`src/rtl/alarm_ctrl.sv`:
```
// alarm_ctrl: serial-code alarm controller. Code bits arrive one per press of
// the enter button; a correct code arms or disarms, an armed system counts
// down an entry delay on intrusion before sounding the siren, and repeated
// wrong codes cause a lockout (disarmed) or an immediate alarm (armed).
module alarm_ctrl #(
    parameter int                  CODE_LEN     = 4,
    parameter logic [CODE_LEN-1:0] CODE         = 4'b0011,
    parameter int                  EXIT_CYCLES  = 20,
    parameter int                  ENTRY_CYCLES = 20,
    parameter int                  LOCK_CYCLES  = 40,
    parameter int                  MAX_FAIL     = 3,
    parameter int                  IDLE_TO      = 30
) (
    input  logic                          clk,
    input  logic                          rst,
    input  logic                          in,
    input  logic                          s,
    input  logic                          sensor,
    output logic                          Y,
    output logic                          armed,
    output logic                          locked,
    output logic [2:0]                    state,
    output logic [$clog2(CODE_LEN+1)-1:0] bit_cnt
);
    localparam int BW    = $clog2(CODE_LEN + 1);
    localparam int TMAX1 = (EXIT_CYCLES > ENTRY_CYCLES) ? EXIT_CYCLES : ENTRY_CYCLES;
    localparam int TMAX  = (TMAX1 > LOCK_CYCLES) ? TMAX1 : LOCK_CYCLES;
    localparam int TW    = $clog2(TMAX + 1);
    localparam int IW    = $clog2(IDLE_TO + 1);
    localparam int FW    = $clog2(MAX_FAIL + 1);

    typedef enum logic [2:0] {
        ST_DISARMED = 3'd0,
        ST_EXIT     = 3'd1,
        ST_ARMED    = 3'd2,
        ST_ENTRY    = 3'd3,
        ST_ALARM    = 3'd4,
        ST_LOCKOUT  = 3'd5
    } state_t;

    logic                r_sPrev;
    logic [CODE_LEN-2:0] r_code;
    logic [BW-1:0]       r_bitCnt;
    logic [IW-1:0]       r_idle;
    logic [FW-1:0]       r_fail;
    logic [TW-1:0]       r_timer;
    state_t              r_state;
    logic                r_y;
    logic                r_armed;
    logic                r_locked;

    logic                w_strobe;
    logic                w_accept;
    logic                w_last;
    logic [CODE_LEN-1:0] w_word;
    logic                w_codeOk;
    logic                w_codeBad;
    logic                w_timerZero;
    logic                w_failHit;
    state_t              w_nextState;
    logic [TW-1:0]       w_nextTimer;
    logic [FW-1:0]       w_nextFail;

    // Press detection and completed-word evaluation; the full word is the
    // stored bits plus the bit arriving with the final press.
    always_comb begin
        w_strobe    = s & ~r_sPrev;
        w_accept    = w_strobe && (r_state != ST_LOCKOUT);
        w_last      = w_accept && (r_bitCnt == BW'(CODE_LEN - 1));
        w_word      = {r_code, in};
        w_codeOk    = w_last && (w_word == CODE);
        w_codeBad   = w_last && (w_word != CODE);
        w_timerZero = (r_timer == '0);
        w_failHit   = ((int'(r_fail) + 1) >= MAX_FAIL);
    end

    // Next-state logic; code_ok beats code_bad beats timer expiry beats sensor.
    always_comb begin
        w_nextState = r_state;
        w_nextTimer = r_timer;
        w_nextFail  = r_fail;
        case (r_state)
            ST_DISARMED: begin
                if (w_codeOk) begin
                    w_nextState = ST_EXIT;
                    w_nextTimer = TW'(EXIT_CYCLES - 1);
                    w_nextFail  = '0;
                end else if (w_codeBad) begin
                    if (w_failHit) begin
                        w_nextState = ST_LOCKOUT;
                        w_nextTimer = TW'(LOCK_CYCLES - 1);
                        w_nextFail  = '0;
                    end else begin
                        w_nextFail = r_fail + FW'(1);
                    end
                end
            end
            ST_EXIT: begin
                if (w_codeOk) begin
                    w_nextState = ST_DISARMED;
                    w_nextFail  = '0;
                end else if (w_timerZero) begin
                    w_nextState = ST_ARMED;
                end else begin
                    w_nextTimer = r_timer - TW'(1);
                end
            end
            ST_ARMED: begin
                if (w_codeOk) begin
                    w_nextState = ST_DISARMED;
                    w_nextFail  = '0;
                end else if (w_codeBad) begin
                    if (w_failHit) begin
                        w_nextState = ST_ALARM;
                        w_nextFail  = '0;
                    end else begin
                        w_nextFail = r_fail + FW'(1);
                    end
                end else if (sensor) begin
                    w_nextState = ST_ENTRY;
                    w_nextTimer = TW'(ENTRY_CYCLES - 1);
                end
            end
            ST_ENTRY: begin
                if (w_codeOk) begin
                    w_nextState = ST_DISARMED;
                    w_nextFail  = '0;
                end else if (w_codeBad) begin
                    if (w_failHit) begin
                        w_nextState = ST_ALARM;
                        w_nextFail  = '0;
                    end else begin
                        w_nextFail = r_fail + FW'(1);
                        if (!w_timerZero) begin
                            w_nextTimer = r_timer - TW'(1);
                        end
                    end
                end else if (w_timerZero) begin
                    w_nextState = ST_ALARM;
                end else begin
                    w_nextTimer = r_timer - TW'(1);
                end
            end
            ST_ALARM: begin
                if (w_codeOk) begin
                    w_nextState = ST_DISARMED;
                    w_nextFail  = '0;
                end
            end
            ST_LOCKOUT: begin
                if (w_timerZero) begin
                    w_nextState = ST_DISARMED;
                end else begin
                    w_nextTimer = r_timer - TW'(1);
                end
            end
            default: begin
                w_nextState = ST_DISARMED;
            end
        endcase
    end

    // Code entry shift register, bit counter and partial-entry idle timeout.
    always_ff @(posedge clk or negedge rst) begin
        if (!rst) begin
            r_sPrev  <= 1'b0;
            r_code   <= '0;
            r_bitCnt <= '0;
            r_idle   <= '0;
        end else begin
            r_sPrev <= s;
            if (r_state == ST_LOCKOUT) begin
                r_bitCnt <= '0;
                r_idle   <= '0;
            end else if (w_accept) begin
                r_code   <= w_word[CODE_LEN-2:0];
                r_bitCnt <= w_last ? '0 : r_bitCnt + BW'(1);
                r_idle   <= '0;
            end else if (r_bitCnt != '0) begin
                if (r_idle == IW'(IDLE_TO - 1)) begin
                    r_bitCnt <= '0;
                    r_idle   <= '0;
                end else begin
                    r_idle <= r_idle + IW'(1);
                end
            end else begin
                r_idle <= '0;
            end
        end
    end

    // Main FSM registers with outputs decoded from the next state.
    always_ff @(posedge clk or negedge rst) begin
        if (!rst) begin
            r_state  <= ST_DISARMED;
            r_timer  <= '0;
            r_fail   <= '0;
            r_y      <= 1'b0;
            r_armed  <= 1'b0;
            r_locked <= 1'b0;
        end else begin
            r_state  <= w_nextState;
            r_timer  <= w_nextTimer;
            r_fail   <= w_nextFail;
            r_y      <= (w_nextState == ST_ALARM);
            r_armed  <= (w_nextState == ST_ARMED) || (w_nextState == ST_ENTRY);
            r_locked <= (w_nextState == ST_LOCKOUT);
        end
    end

    assign Y       = r_y;
    assign armed   = r_armed;
    assign locked  = r_locked;
    assign state   = r_state;
    assign bit_cnt = r_bitCnt;

endmodule
```
`config.mk`:
```
export PLATFORM = sky130hd
export DESIGN_NAME = alarm_ctrl
export DESIGN_NICKNAME = d
export VERILOG_FILES = /design/src/rtl/alarm_ctrl.sv
export SDC_FILE = /design/constraint.sdc
export NUM_CORES = 1
export LEC_CHECK = 0
export ABC_AREA = 1
export CORE_MARGIN = 2
export CORE_UTILIZATION = 60
export CTS_CLUSTER_SIZE = 30
export DETAILED_ROUTE_END_ITERATION = 10
export PLACE_DENSITY = 0.82
export SKIP_CTS_REPAIR_TIMING = 1
export SYNTH_ARGS = -nofsm -noshare
export SYNTH_HDL_FRONTEND = slang
export SYNTH_SLANG_ARGS = --single-unit
```
`constraint.sdc`:
```
create_clock -name clk -period 3.28 [get_ports clk]
set_input_delay 0.656 -clock clk [delete_from_list [all_inputs] [get_ports clk]]
set_output_delay 0.656 -clock clk [all_outputs]
set_load 0.02 [all_outputs]
```
# Word-level counts from Yosys, hierarchy flattened
# Cells that the tools add are included.
# op_classes
add_sub_neg	5
mul	0
div	0
order_cmp	1
eq_ne	24
shifts	0
muxes	41
n_bitwise	3
n_reduce_logical	18
# op_table
cell	n
6-bit two-way mux	11
3-bit two-way mux	19
6-bit one-hot mux with 5 select lines	1
5-bit two-way mux	4
3-bit one-hot mux with 6 select lines	1
3-bit by 2-bit equality test with 1-bit output, second input constant	5
3-bit equality test, second input constant	4
3-bit != test, second input constant	4
2-bit != test, second input constant	5
9-bit AND reduction	1
3-bit nonzero test	3
2-bit two-way mux	4
6-bit zero test	1
6-bit by 1-bit subtractor with 6-bit output, second input constant	1
5-bit by 1-bit adder with 5-bit output, second input constant	1
5-bit equality test, second input constant	1
5-bit nonzero test	1
4-bit by 2-bit equality test with 1-bit output, second input constant	1
1-bit logical AND	4
4-bit by 2-bit != test with 1-bit output, second input constant	1
2-bit one-hot mux with 2 select lines	1
2-bit AND reduction	2
2-bit by 1-bit adder with 3-bit output, second input constant	1
3-bit by 1-bit adder with 3-bit output, second input constant	1
other kinds (13)	14
# totals
reg_bits	26
latch_bits	0
ram_bits	0
romBits	0
in_bits	5
out_inout_bits	9
wordCells	102
memories	0

# Logic depth before layout (Yosys ltp)
# Gate-level depths: netlist of run 1.
# logic_depth
depth_word	10
ltp_mapped	12
mapped_depth_nobuf	12

# Worst setup path after synthesis of run 1
# No wires, ideal clock.
# synth_timing
path_type	input-to-reg
from	in in
to	reg r_timer[3]
setup_ns	0.117
arrival_time_ns	1.644
t_required_ns	3.163
slack_ns	1.520
cell_stages	11
n_path_buf	0
cell_sequence	nand2_1 > nor2_2 > inv_1 > nor2_8 > nor2_2 > nand2_1 > nand2_2 > nor2_8 > nand2_4 > nand2_1 > nand2_1
# synth_via
elab_chain_cells	5
word_cells_on_any_way	16
classes_between	9 x eq/ne; 4 x mux; 3 x reduce/logical
# synth_lines
item	line	text
start, declared	16	input logic in,
4-bit by 2-bit != test with 1-bit output	72	w_codeBad = w_last && (w_word != CODE);
1-bit logical AND	72	
6-bit two-way mux	128	end else if (w_codeBad) begin
6-bit two-way mux	125	if (w_codeOk) begin
6-bit one-hot mux with 5 select lines	82	case (r_state)
end signal, assigned	203	r_timer <= w_nextTimer;
end, declared	46	logic [TW-1:0] r_timer;
# Parallel ways exist; a longest one is shown, timed or not. The select of a mux whose other input is x is not followed.
# A chain may end at the register's enable or synchronous reset.

# Final worst setup path of run 1
# layout_timing
from	reg r_state[0] (netlist: state[0])
to	out state[0]
# layout_rtl
item	line	text
start, declared	47	state_t r_state;
start signal, assigned	202	r_state <= w_nextState;
end, declared	22	output logic [2:0] state,
# No word-level cell between the ends.

==> flow_summary.yaml, run 1 <==
run_status:
  status: "finished, final reports clean"
floorplanning:
  ios: 14
  start_util: 0.636
  coreArea_sq_um: 2500
  rows: 18
  die_x_microns: 55.5
  die_h_microns: 55.5
  die_area_sq_um: 3080
synth:
  synth_top_flop_cell: "dfrtp_1"
  synth_seq_cells: 26
  ys_async_sr_fraction: 1.00
  post_synth.cell_area_avg_sq_um: 7.80
  ys_warn_count: 0
  synthDistinctLibCells: 27
  synth-edff-count: 0
  synthCells: 204
  netlist_area_sq_um: 1590
  synth_fp_nets: 214
  yosysSeqAreaShare: 0.409
final_layout:
  fillers: 200
  num_antenna_cells: 0
  drive_above_1_share: 0.114
  fin_area_sq_um: 1790
  final_nets: 231
  synthToLayoutAreaGrowth_pct: 12.3
route:
  dr_wl_met2_microns: 1730
  viasPerCell: 5.43
  num_vias: 1357
  routedWlPerCell_microns: 13.1
  ant_nets: 0
  first_pass_iters: 4
  m1WireLength_microns: 1400
  drc_errors: 0
  top_layer: "met4"
  routed_wl_microns: 3280
  route.met3.wl_microns: 126
  first_iter_violations: 54
clock_tree:
  numCtsBuffers: 3
  clk_pin_slew_ns: 0.14
  insertion_delay_ns: 0.32
  tritoncts: "yes"
  numClockSinks: 26
  cts-htree-levels: 1
  clockBufferDepth: 2
  root_buffer: "clkbuf_4"
hold_path:
  min_to: "r_code[2]$_DFFE_PN0P_"
  worstHoldPathCells: 2
  hp-class: "register to register"
  min-delay-start: "r_code[2]$_DFFE_PN0P_"
worst_setup_path:
  reg2reg_setup_slack_ns: 1.44
  cp_top_family: "buffers and inverters"
  reg2reg_to: "Y$_DFF_PN0_"
  cp-end-kind: "output port"
  cp_slowest_cell: "clkdlybuf4s50_1"
  crit_path_max_incr_delay_ns: 0.70
  rr_startpoint: "r_timer[0]$_DFFE_PN0P_"
  crit_chain: "clkdlybuf4s50_1"
  crit_type: "register to output port"
  crit_path_start_kind: "register"
  arrival_ns: 1.65
  required_ns: 2.62
  path_buf_inv: 1
  crit_fanout: 11
  ff2ff_path_depth: 10
global_route:
  grt_pass1_vias: 1327
  antenna_found_initial: 0
  grt-ovfl-total: 0
  grt_pass1_wl_microns: 5750
  grt_use_total: 0.233
  grt_max_degree: 18
pwr:
  p_per_area_nw_per_um2: 889
  p_leak_uw: 0.000913
  peakVddDrop_mv: 0.633
timing:
  rsz0062_at_grt: "false"
  finalSetupViolCount: 0
  fin_worst_skew_ns: 0.00949
  tightestPinTransition_ns: 0.439
  fmax_mhz: 433
  finalSetupTns_ns: 0
  finalMaxSlewViolations: 0
  fin_crit_sh: 0.704
  period_minus_slack_ns: 2.31
  finalHoldViolations: 0
  slew_headroom: 0.707
job:
  drv_cap: 0
placement:
  placed_cell_area_sq_um: 1750
  dp_hpwl_microns: 2570
  place.port_buffers: 13
  gp_congestion: 0.937
-- final cells by class --
type	count	area, sq um	share of cell area
clock buffers	4	36.3	0.0203
flip-flops and latches	26	651	0.364
multi-input cells	145	807	0.452
inverters	31	116	0.0652
repair buffers	14	138	0.0771
well taps	30	37.5	0.0210
-- metal layers --
| metal | global-route usage | up-vias |
|---|---|---|
| met4 | 0.0801 | 0 |
| met1 | 0.298 | 646 |
| met5 | 0 | - |
| li1 | - | 673 |
| met2 | 0.405 | 32 |
| met3 | 0.0304 | 6 |
-- registers in the layout (all words and copies together) (netlist names) --
name	count
r_timer	6
r_sPrev	1
Y	1
bit_cnt	3
armed	1
r_idle	5
locked	1
state	3
r_fail	2
r_code	3
-- power breakdown --
part | switching, uW | internal [uW] | total, uW
clock network | 90.0 | 67.8 | 158
registers | 124 | 432 | 556
logic | 544 | 330 | 874
-- cells in the mapped netlist, drive strengths merged, types with 2 or more instances --
cell | number | area share
nor2 | 32 | 0.11
nor3 | 3 | 0.013
a21oi | 6 | 0.026
xnor2 | 3 | 0.017
nand2 | 54 | 0.13
buf | 2 | 0.010
xor2 | 4 | 0.022
o21ai | 12 | 0.038
nand3 | 21 | 0.082
ha | 5 | 0.039
nand4 | 2 | 0.0079
dfrtp | 26 | 0.41
inv | 31 | 0.073
-- layout by cell type (no fill, tap or decap), types with 3 or more instances in the layout --
cell type / instances
xor2_1: 4
nor2_2: 5
ha_1: 5
nand2_1: 52
clkdlybuf4s50_1: 13
nor2_1: 23
a21oi_1: 5
nand3_1: 19
clkbuf_4: 3
o21ai_0: 11
xnor2_1: 3
dfrtp_1: 26
inv_1: 27
inv_2: 4
-- per-stage QoR --
| stage | instances | total power [uW] | hold slack [ns] | setup WS [ns] | utilization |
|---|---|---|---|---|---|
| floorplan | 204 | 1190 | 0.360 | 1.52 | - |
| global placement | 246 | 1360 | 0.464 | 0.952 | 0.700 |
| detailed placement | 246 | 1420 | 0.488 | 0.887 | 0.700 |
| CTS | 250 | 1580 | 0.509 | 0.978 | 0.714 |
| global route | 250 | 1720 | 0.540 | 0.882 | 0.714 |
| finish | 250 | 1590 | 0.511 | 0.972 | 0.714 |
-- how the worst max path moves through the flow --
stage | start | endpoint | slack [ns] | cells after the start
5_1_grt | state[0]$_DFF_PN0_ | state[0] | 0.88 | 1
2_1_floorplan | in | r_timer[3]$_DFFE_PN0P_ | 1.52 | 11
4_1_cts | state[0]$_DFF_PN0_ | state[0] | 0.98 | 1
3_5_place_dp | in | r_timer[0]$_DFFE_PN0P_ | 0.89 | 12
6_report | state[0]$_DFF_PN0_ | state[0] | 0.97 | 1
3_3_place_gp | in | r_timer[2]$_DFFE_PN0P_ | 0.95 | 12
-- kinds of logic (layout without fill, tap and decap cells) --
group,Yosys count,count (layout),synth area share
AND/OR/NAND/NOR,112,112,0.349
AO/OA/AOI/OAI,21,21,0.0803
buffers and inverters,33,49,0.0834
flip-flops,26,26,0.409
adder cells (fa/ha/maj),5,5,0.0393
XOR/XNOR,7,7,0.0386
Power figures use the tool's default switching activity.
==> run 2: changes to the inputs <==
Settings changed: CORE_UTILIZATION 60 to 57, PLACE_DENSITY 0.82 to 0.79.
Clock period 3.28 ns to 2.4 ns, I/O delays scaled along.
==> run 2 against run 1 <==
Net effect:
- sequential power rose by 36%
- combinational power rose by 34%
- die area rose by 4.9%
- register-to-register slack got worse by 0.93 ns
- via count rose by 0.74%
- first-iteration DRC count fell by 11%
- critical path depth did not move
- power rose by 40%
- setup slack got worse by 0.67 ns
- clock skew fell by 0.0019 ns
- sequential share of layout area fell by 0.50 points
- critical path type unchanged
- largest power group unchanged
- highest routed layer unchanged
==> flow_summary.yaml, run 2 (synthesis gave the netlist of run 1 again) <==
run_status:
  status: "finished, final reports clean"
worst_setup_path:
  crit_fanout: 11
  crit_path_max_incr_delay_ns: 0.69
  cp-end-kind: "output port"
  cp_slowest_cell: "clkdlybuf4s50_1"
  path_buf_inv: 1
  arrival_ns: 1.62
  crit_path_start_kind: "register"
  crit_type: "register to output port"
  crit_chain: "clkdlybuf4s50_1"
  cp_top_family: "buffers and inverters"
  required_ns: 1.92
final_layout:
  reg_top3: "r_timer x6, r_idle x5"
  regMostFlops: "r_timer"
  largest_register_ffs: 6
  synthToLayoutAreaGrowth_pct: 13.8
  utilization: 0.668
  num_antenna_cells: 0
  final_common_cell: "nand2_1"
  final_nets: 232
  drive_above_1_share: 0.118
  mostFrequentLayoutCells: "nand2_1, inv_1, dfrtp_1"
floorplanning:
  coreArea_sq_um: 2710
  die_area_sq_um: 3230
  die_x_microns: 56.8
  ios: 14
  start_util: 0.587
  die_h_microns: 56.8
  rows: 19
clock_tree:
  root_buffer: "clkbuf_4"
  clk_pin_slew_ns: 0.14
  insertion_delay_ns: 0.32
  numCtsBuffers: 3
  cts-htree-levels: 1
  numClockSinks: 26
  tritoncts: "yes"
  clockBufferDepth: 2
route:
  routed_wl_microns: 3090
  viasPerCell: 5.42
  num_vias: 1367
  dr_wl_met2_microns: 1580
  first_pass_iters: 4
  route.met3.wl_microns: 106
  m1WireLength_microns: 1390
  first_iter_violations: 48
  ant_nets: 0
  top_layer: "met4"
  drc_errors: 0
  routedWlPerCell_microns: 12.2
timing:
  finalHoldViolations: 0
  tightestPinTransition_ns: 0.418
  finalSetupTns_ns: 0
  finalMaxSlewViolations: 0
  finalSetupViolCount: 0
  fmax_mhz: 476
  rsz0062_at_grt: "false"
  holdWs_ns: 0.498
  fin_crit_sh: 0.876
  slew_headroom: 0.721
  period_minus_slack_ns: 2.10
  fin_worst_skew_ns: 0.00757
placement:
  place.port_buffers: 13
  dp_hpwl_microns: 2400
  gp_congestion: 0.969
hold_path:
  hp-class: "register to register"
global_route:
  grt_pass1_wl_microns: 5600
  grt_max_degree: 27
  grt_pass1_vias: 1290
  grt_use_total: 0.215
  grt-ovfl-total: 0
  antenna_found_initial: 0
job:
  drv_cap: 0
pwr:
  p_leak_uw: 0.000926
  p_per_area_nw_per_um2: 1230
  peakVddDrop_mv: 0.786
## run 2: changes by cell type in the layout (fill, tap and decap cells not counted)
cell and delta:
buf_4 +1, clkbuf_8 -1, bufinv_16 +1
## run 2: routing by layer
| metal | GRT usage | up-vias |
|---|---|---|
| li1 | - | 675 |
| met1 | 0.296 | 656 |
| met2 | 0.372 | 34 |
| met3 | 0.0184 | 2 |
| met4 | 0.0399 | 0 |
| met5 | 0 | - |
## run 2: per-stage QoR
stage                     area, sq um  cells  setup slack, ns  power (uW)
after floorplan                  1590    204            0.713        1620
after global placement           1760    248            0.288        1870
after detailed placement         1760    248            0.223        1920
after CTS                        1810    252            0.294        2230
after global routing             1810    252            0.225        2430
final                            1810    252            0.298        2220
## run 2: path summary, 6_finish.rpt
kind | from | end | slack, ns | cells after the start
setup / recovery | state[0]$_DFF_PN0_ | state[0] | 0.30 | 1
hold / removal | r_timer[1]$_DFFE_PN0P_ | r_timer[1]$_DFFE_PN0P_ | 0.50 | 2
setup reg to reg | r_timer[0]$_DFFE_PN0P_ | Y$_DFF_PN0_ | 0.51 | 10
hold reg to reg | r_timer[1]$_DFFE_PN0P_ | r_timer[1]$_DFFE_PN0P_ | 0.50 | 2
max in group asynchronous | rst | state[1]$_DFF_PN0_ | 1.64 | 2
min in group asynchronous | rst | r_idle[3]$_DFF_PN0_ | 0.52 | 2
## run 2: final cells by class
type | count | area, sq um
Fill cell | 243 | 900
Multi-Input combinational cell | 145 | 807
Sequential cell | 26 | 651
Timing Repair Buffer | 15 | 145
Inverter | 31 | 116
Tap cell | 31 | 38.8
Clock inverter | 1 | 30.0
Clock buffer | 3 | 22.5
## run 2: worst min-delay path, cell delays in order (launching register included)
cell	delay (ns)
dfrtp_1	0.38
nand2_1	0.05
nand2_1	0.05
## run 2: report_power, final
part	internal (uW)	total, uW	switching [uW]
registers	590	755	165
logic	452	1170	716
clock network	169	295	126
==> run 3: changes to the inputs <==
Settings changed: MAX_ROUTING_LAYER set to met4, RECOVER_POWER set to 100.
==> run 3 against run 2 <==
Net effect:
- final cell count unchanged
- sequential share of layout area is 0.43 points higher
- first-iteration DRC count is 48% higher
- clock-buffer cell count did not move
- critical path type is now input pin to register
==> flow_summary.yaml, run 3 (synthesis gave the netlist of run 1 again) <==
worst_setup_path:
  rr_startpoint: "r_timer[0]$_DFFE_PN0P_"
  reg2reg_setup_slack_ns: 0.43
  path_buf_inv: 3
  crit_path_start_kind: "input pin"
  cp_top_family: "simple AND/OR/NAND/NOR gates"
  crit_chain: "dlygate4sd3_1 > inv_1 > nor2_1 > nand3_4 > nor2_1 > inv_2 > nor3_2 > nor2_2 > nand2_4 > nand2_1 > nand2_1"
  crit_path_max_incr_delay_ns: 0.55
  arrival_ns: 2.43
  cp_num_cells: 11
  reg2reg_to: "Y$_DFF_PN0_"
  crit_fanout: 9
  cp_slowest_cell: "dlygate4sd3_1"
  cp-end-kind: "register"
  crit_type: "input pin to register"
  required_ns: 2.66
  ff2ff_path_depth: 10
pwr:
  p_per_area_nw_per_um2: 1220
  peakVddDrop_mv: 0.769
  pwr-share-seq: 0.345
  clkPwrFrac: 0.135
  internal-power_uw: 1180
  switching_power_uw: 996
  p_comb_frac: 0.520
  switching_share: 0.457
  p_leak_uw: 0.000943
floorplanning:
  die_h_microns: 56.8
  start_util: 0.587
  die_area_sq_um: 3230
  die_x_microns: 56.8
  coreArea_sq_um: 2710
  rows: 19
  ios: 14
final_layout:
  multi_input_comb_area_sq_um: 790
  final_common_cell: "nand2_1"
  mostFrequentLayoutCells: "nand2_1, inv_1, dfrtp_1, nor2_1, nand3_1"
  final_nets: 232
  regMostFlops: "r_timer"
  seqCellArea_sq_um: 651
  num_antenna_cells: 0
  fin_area_sq_um: 1790
  utilization: 0.660
  synthToLayoutAreaGrowth_pct: 12.5
  reg_top3: "r_timer x6, r_idle x5"
  fillers: 247
  largest_register_ffs: 6
  drive_above_1_share: 0.0950
route:
  first_iter_violations: 71
  num_vias: 1366
  first_pass_iters: 5
  routed_wl_microns: 3070
  route.met3.wl_microns: 139
  viasPerCell: 5.42
  m1WireLength_microns: 1380
  ant_nets: 0
  top_layer: "met4"
  routedWlPerCell_microns: 12.2
  dr_wl_met2_microns: 1530
  drc_errors: 0
global_route:
  grt_max_degree: 27
  grt_use_total: 0.221
  antenna_found_initial: 0
  grt_pass1_vias: 1287
  grt-ovfl-total: 0
  grt_pass1_wl_microns: 5620
clock_tree:
  clockBufferDepth: 2
  numClockSinks: 26
  insertion_delay_ns: 0.31
  cts-htree-levels: 1
  root_buffer: "clkbuf_4"
  clk_pin_slew_ns: 0.14
  tritoncts: "yes"
  numCtsBuffers: 3
timing:
  fin_worst_skew_ns: 0.00176
  fin_crit_sh: 0.905
  finalSetupViolCount: 0
  tightestPinTransition_ns: 1.36
  finalMaxSlewViolations: 0
  slew_headroom: 0.0929
  holdWs_ns: 0.498
  finalHoldViolations: 0
  fmax_mhz: 460
  rsz0062_at_grt: "false"
  finalSetupTns_ns: 0
  period_minus_slack_ns: 2.17
placement:
  gp_congestion: 0.987
  placed_cell_area_sq_um: 1760
  dp_hpwl_microns: 2400
  place.port_buffers: 13
hold_path:
  min_to: "r_timer[1]$_DFFE_PN0P_"
  hp-class: "register to register"
  min-delay-start: "r_timer[1]$_DFFE_PN0P_"
  worstHoldPathCells: 2
run_status:
  status: "finished, final reports clean"
job:
  drv_cap: 0
## run 3: per-layer routing
metal / global-route usage / vias to the layer above
li1: - / 675
met4: 0.0399 / 0
met1: 0.298 / 650
met5: - / -
met2: 0.372 / 37
met3: 0.0184 / 4
## run 3: worst reg2reg max path, cell delays in order (launching register included)
cell     delay (ns)
dfrtp_1        0.43
inv_1          0.10
ha_1           0.18
nand2_1        0.06
nor2_1         0.22
nand2_1        0.22
nand2_1        0.11
nand3_1        0.07
a21oi_1        0.28
nand3_1        0.13
nor2_1         0.10
## run 3: per-stage QoR
step	setup slack (ns)	total power (uW)	cells
after global routing	0.155	2390	252
after CTS	0.294	2230	252
after detailed placement	0.223	1920	248
after global placement	0.288	1870	248
final	0.228	2180	252
after floorplan	0.713	1620	204
## run 3: power by group through the flow
stage	sequential, uW	clock, uW	combinational, uW
global placement	757	0	1120
detailed placement	760	0	1160
CTS	752	301	1170
global route	778	324	1290
floorplan	750	0	872
finish	753	294	1130
## run 3: how the worst max path moves through the flow
stage                        endpoint                    from  slack, ns
3_5_place_dp   r_timer[2]$_DFFE_PN0P_                       s       0.22
6_report       r_timer[2]$_DFFE_PN0P_                       s       0.23
2_1_floorplan  r_timer[3]$_DFFE_PN0P_  bit_cnt[1]$_DFFE_PN0P_       0.71
5_1_grt                   Y$_DFF_PN0_  r_timer[0]$_DFFE_PN0P_       0.15
3_3_place_gp   r_timer[3]$_DFFE_PN0P_                       s       0.29
4_1_cts                      state[0]      state[0]$_DFF_PN0_       0.29
## run 3: layout make-up
class,instances,area share
flip-flops and latches,26,0.364
repair buffers,15,0.0790
well taps,31,0.0217
clock inverters,1,0.0168
clock buffers,3,0.0126
inverters,31,0.0650
multi-input cells,145,0.441
==> edit, RTL diff (settings of run 3) <==
Reset style: synchronous (`rst`), changed in 2 clocked blocks.
--- a/src/rtl/alarm_ctrl.sv
+++ b/src/rtl/alarm_ctrl.sv
@@ -162,5 +162,5 @@
 
     // Code entry shift register, bit counter and partial-entry idle timeout.
-    always_ff @(posedge clk or negedge rst) begin
+    always_ff @(posedge clk) begin
         if (!rst) begin
             r_sPrev  <= 1'b0;
@@ -191,5 +191,5 @@
 
     // Main FSM registers with outputs decoded from the next state.
-    always_ff @(posedge clk or negedge rst) begin
+    always_ff @(posedge clk) begin
         if (!rst) begin
             r_state  <= ST_DISARMED;
Check against the original RTL: differs if rst is asserted again (counterexample within 4 cycles, from zero or initial values and one cycle with rst low); with rst held inactive, the same outputs for 10 cycles.
==> edit against run 3 <==
Wire length increased by 10%. Sequential cell count unchanged. Design area decreased by 1.0%. Synthesized cell count increased by 17%. Setup slack improved by 81 ps. Area after synthesis increased by 1.0%. Count of clock-buffer cells in the layout increased by 1. Critical path type is now flip-flop to output pin.
Power is not compared: it rests on default switching activity, and its combinational part moved more than twofold at a synthesized area within 25%.
==> edit: results (changes against run 3) <==
[outcome]
outcome = completed

[yosys]
seq_area_frac_synth_pct = 32.4  ; -8.5 points
synth_area_leaders = dfxtp_1 32%, nand2_1 13%, nor2_1 9.3%
ys_types = 36  ; +33%
synth-compound-area-share_pct = 12.7  ; +4.7 points
synthCells = 238  ; +17%
netlist_top_cells_count = 55 x nand2_1, 40 x nor2_1, 30 x inv_1, 26 x dfxtp_1, 14 x nand3_1
synth_xor_area_share_pct = 2.18  ; -1.7 points
ys_async_sr_fraction_pct = 0  ; -100 points
yosys.area_share.adder_pct = 3.89  ; -0.040 points
synthFlopType = dfxtp_1
syn-num-nets = 248  ; +16%

[routing]
wl_per_cell_um = 11.8  ; -2.8%
routed_wl_um = 3370  ; +10%
num_vias = 1538  ; +13%
drt_iter0_markers = 89  ; +25%

[cells_and_area]
n_all_inverters = 35  ; +13%
drive_above_1_share_pct = 8.27  ; -1.2 points
seq_cells = 26  ; unchanged
fillers = 273  ; +11%
final-clk-cell-share_pct = 2.05  ; -0.89 points
finalNetCount = 265  ; +14%
seq_share_pct = 29.4  ; -7.0 points
nMultiInputCombCells = 174  ; +20%
n_clock_buffer = 4  ; +1
antenna_cells = 0  ; unchanged
finish.utilization_pct = 65.3  ; -0.69 points
buffer_area_share_pct = 7.99  ; +0.084 points
multiInputGateArea_um2 = 900  ; +14%

[placement]
dp_hpwl_um = 2520  ; +5.1%
io_buffers = 13  ; unchanged
dp.cells = 281  ; +13%
dpl_worst_slack_ps = 66.6  ; -157 ps
dpl_cell_area_mm2 = 0.00177  ; +0.50%
place_congestion = 0.989  ; +0.25%

[setup_path]
cp.arrival_ps = 1610  ; -820 ps
crit_fanout = 8  ; -1
slowest_stage = dlygate4sd3_1
path_delay_family = buffers and inverters
slowest_delay_ps = 730  ; +180 ps

[global_route]
use_met1_pct = 30.7  ; +0.99 points
grt_pass1_wl_um = 5730  ; +2.1%
grt_pass1_vias = 1363  ; +5.9%
grt_usage_pct = 22.7  ; +0.62 points
grt_max_degree = 15  ; -44%
antenna_found_initial = 0  ; unchanged
grtUsageMet3_pct = 3.40  ; +1.6 points
met2_usage_pct = 34.3  ; -2.9 points

[sta]
relSlewSlack_pct = 60.9  ; +52 points
finalClockSkew_ps = 2.96  ; +1.20 ps

[clock_tree]
cts_made_buffers = 3  ; unchanged

## edit: report_power, final
group	switching [uW]	internal [uW]
clock network	127	92.8
registers	14.8	447
logic	92.3	53.3
## edit: path summary, 6_finish.rpt
check | from | slack [ps] | endpoint | cells after the start
worst max-delay path | state[2] | 310 | state[2] | 1
worst min-delay path | bit_cnt[0] | 490 | bit_cnt[0] | 1
worst max register to register | state[1] | 320 | locked | 9
worst min register to register | bit_cnt[0] | 490 | bit_cnt[0] | 1
## edit: kinds of logic (layout without fill, tap and decap cells)
kind of cell / count (synthesis) / after routing
buffers and inverters: 38 / 54
AOI/OAI and AO/OA: 31 / 31
xor gates and xnor gates: 4 / 4
DFF: 26 / 26
and+or+nand+nor: 134 / 134
adders and majority gates: 5 / 5
## edit: per-layer routing
metal,vias up,part of all wire (%)
met3,8,7.7
met1,663,46
met2,66,45
li1,801,-
met4,0,1.6
met5,-,0
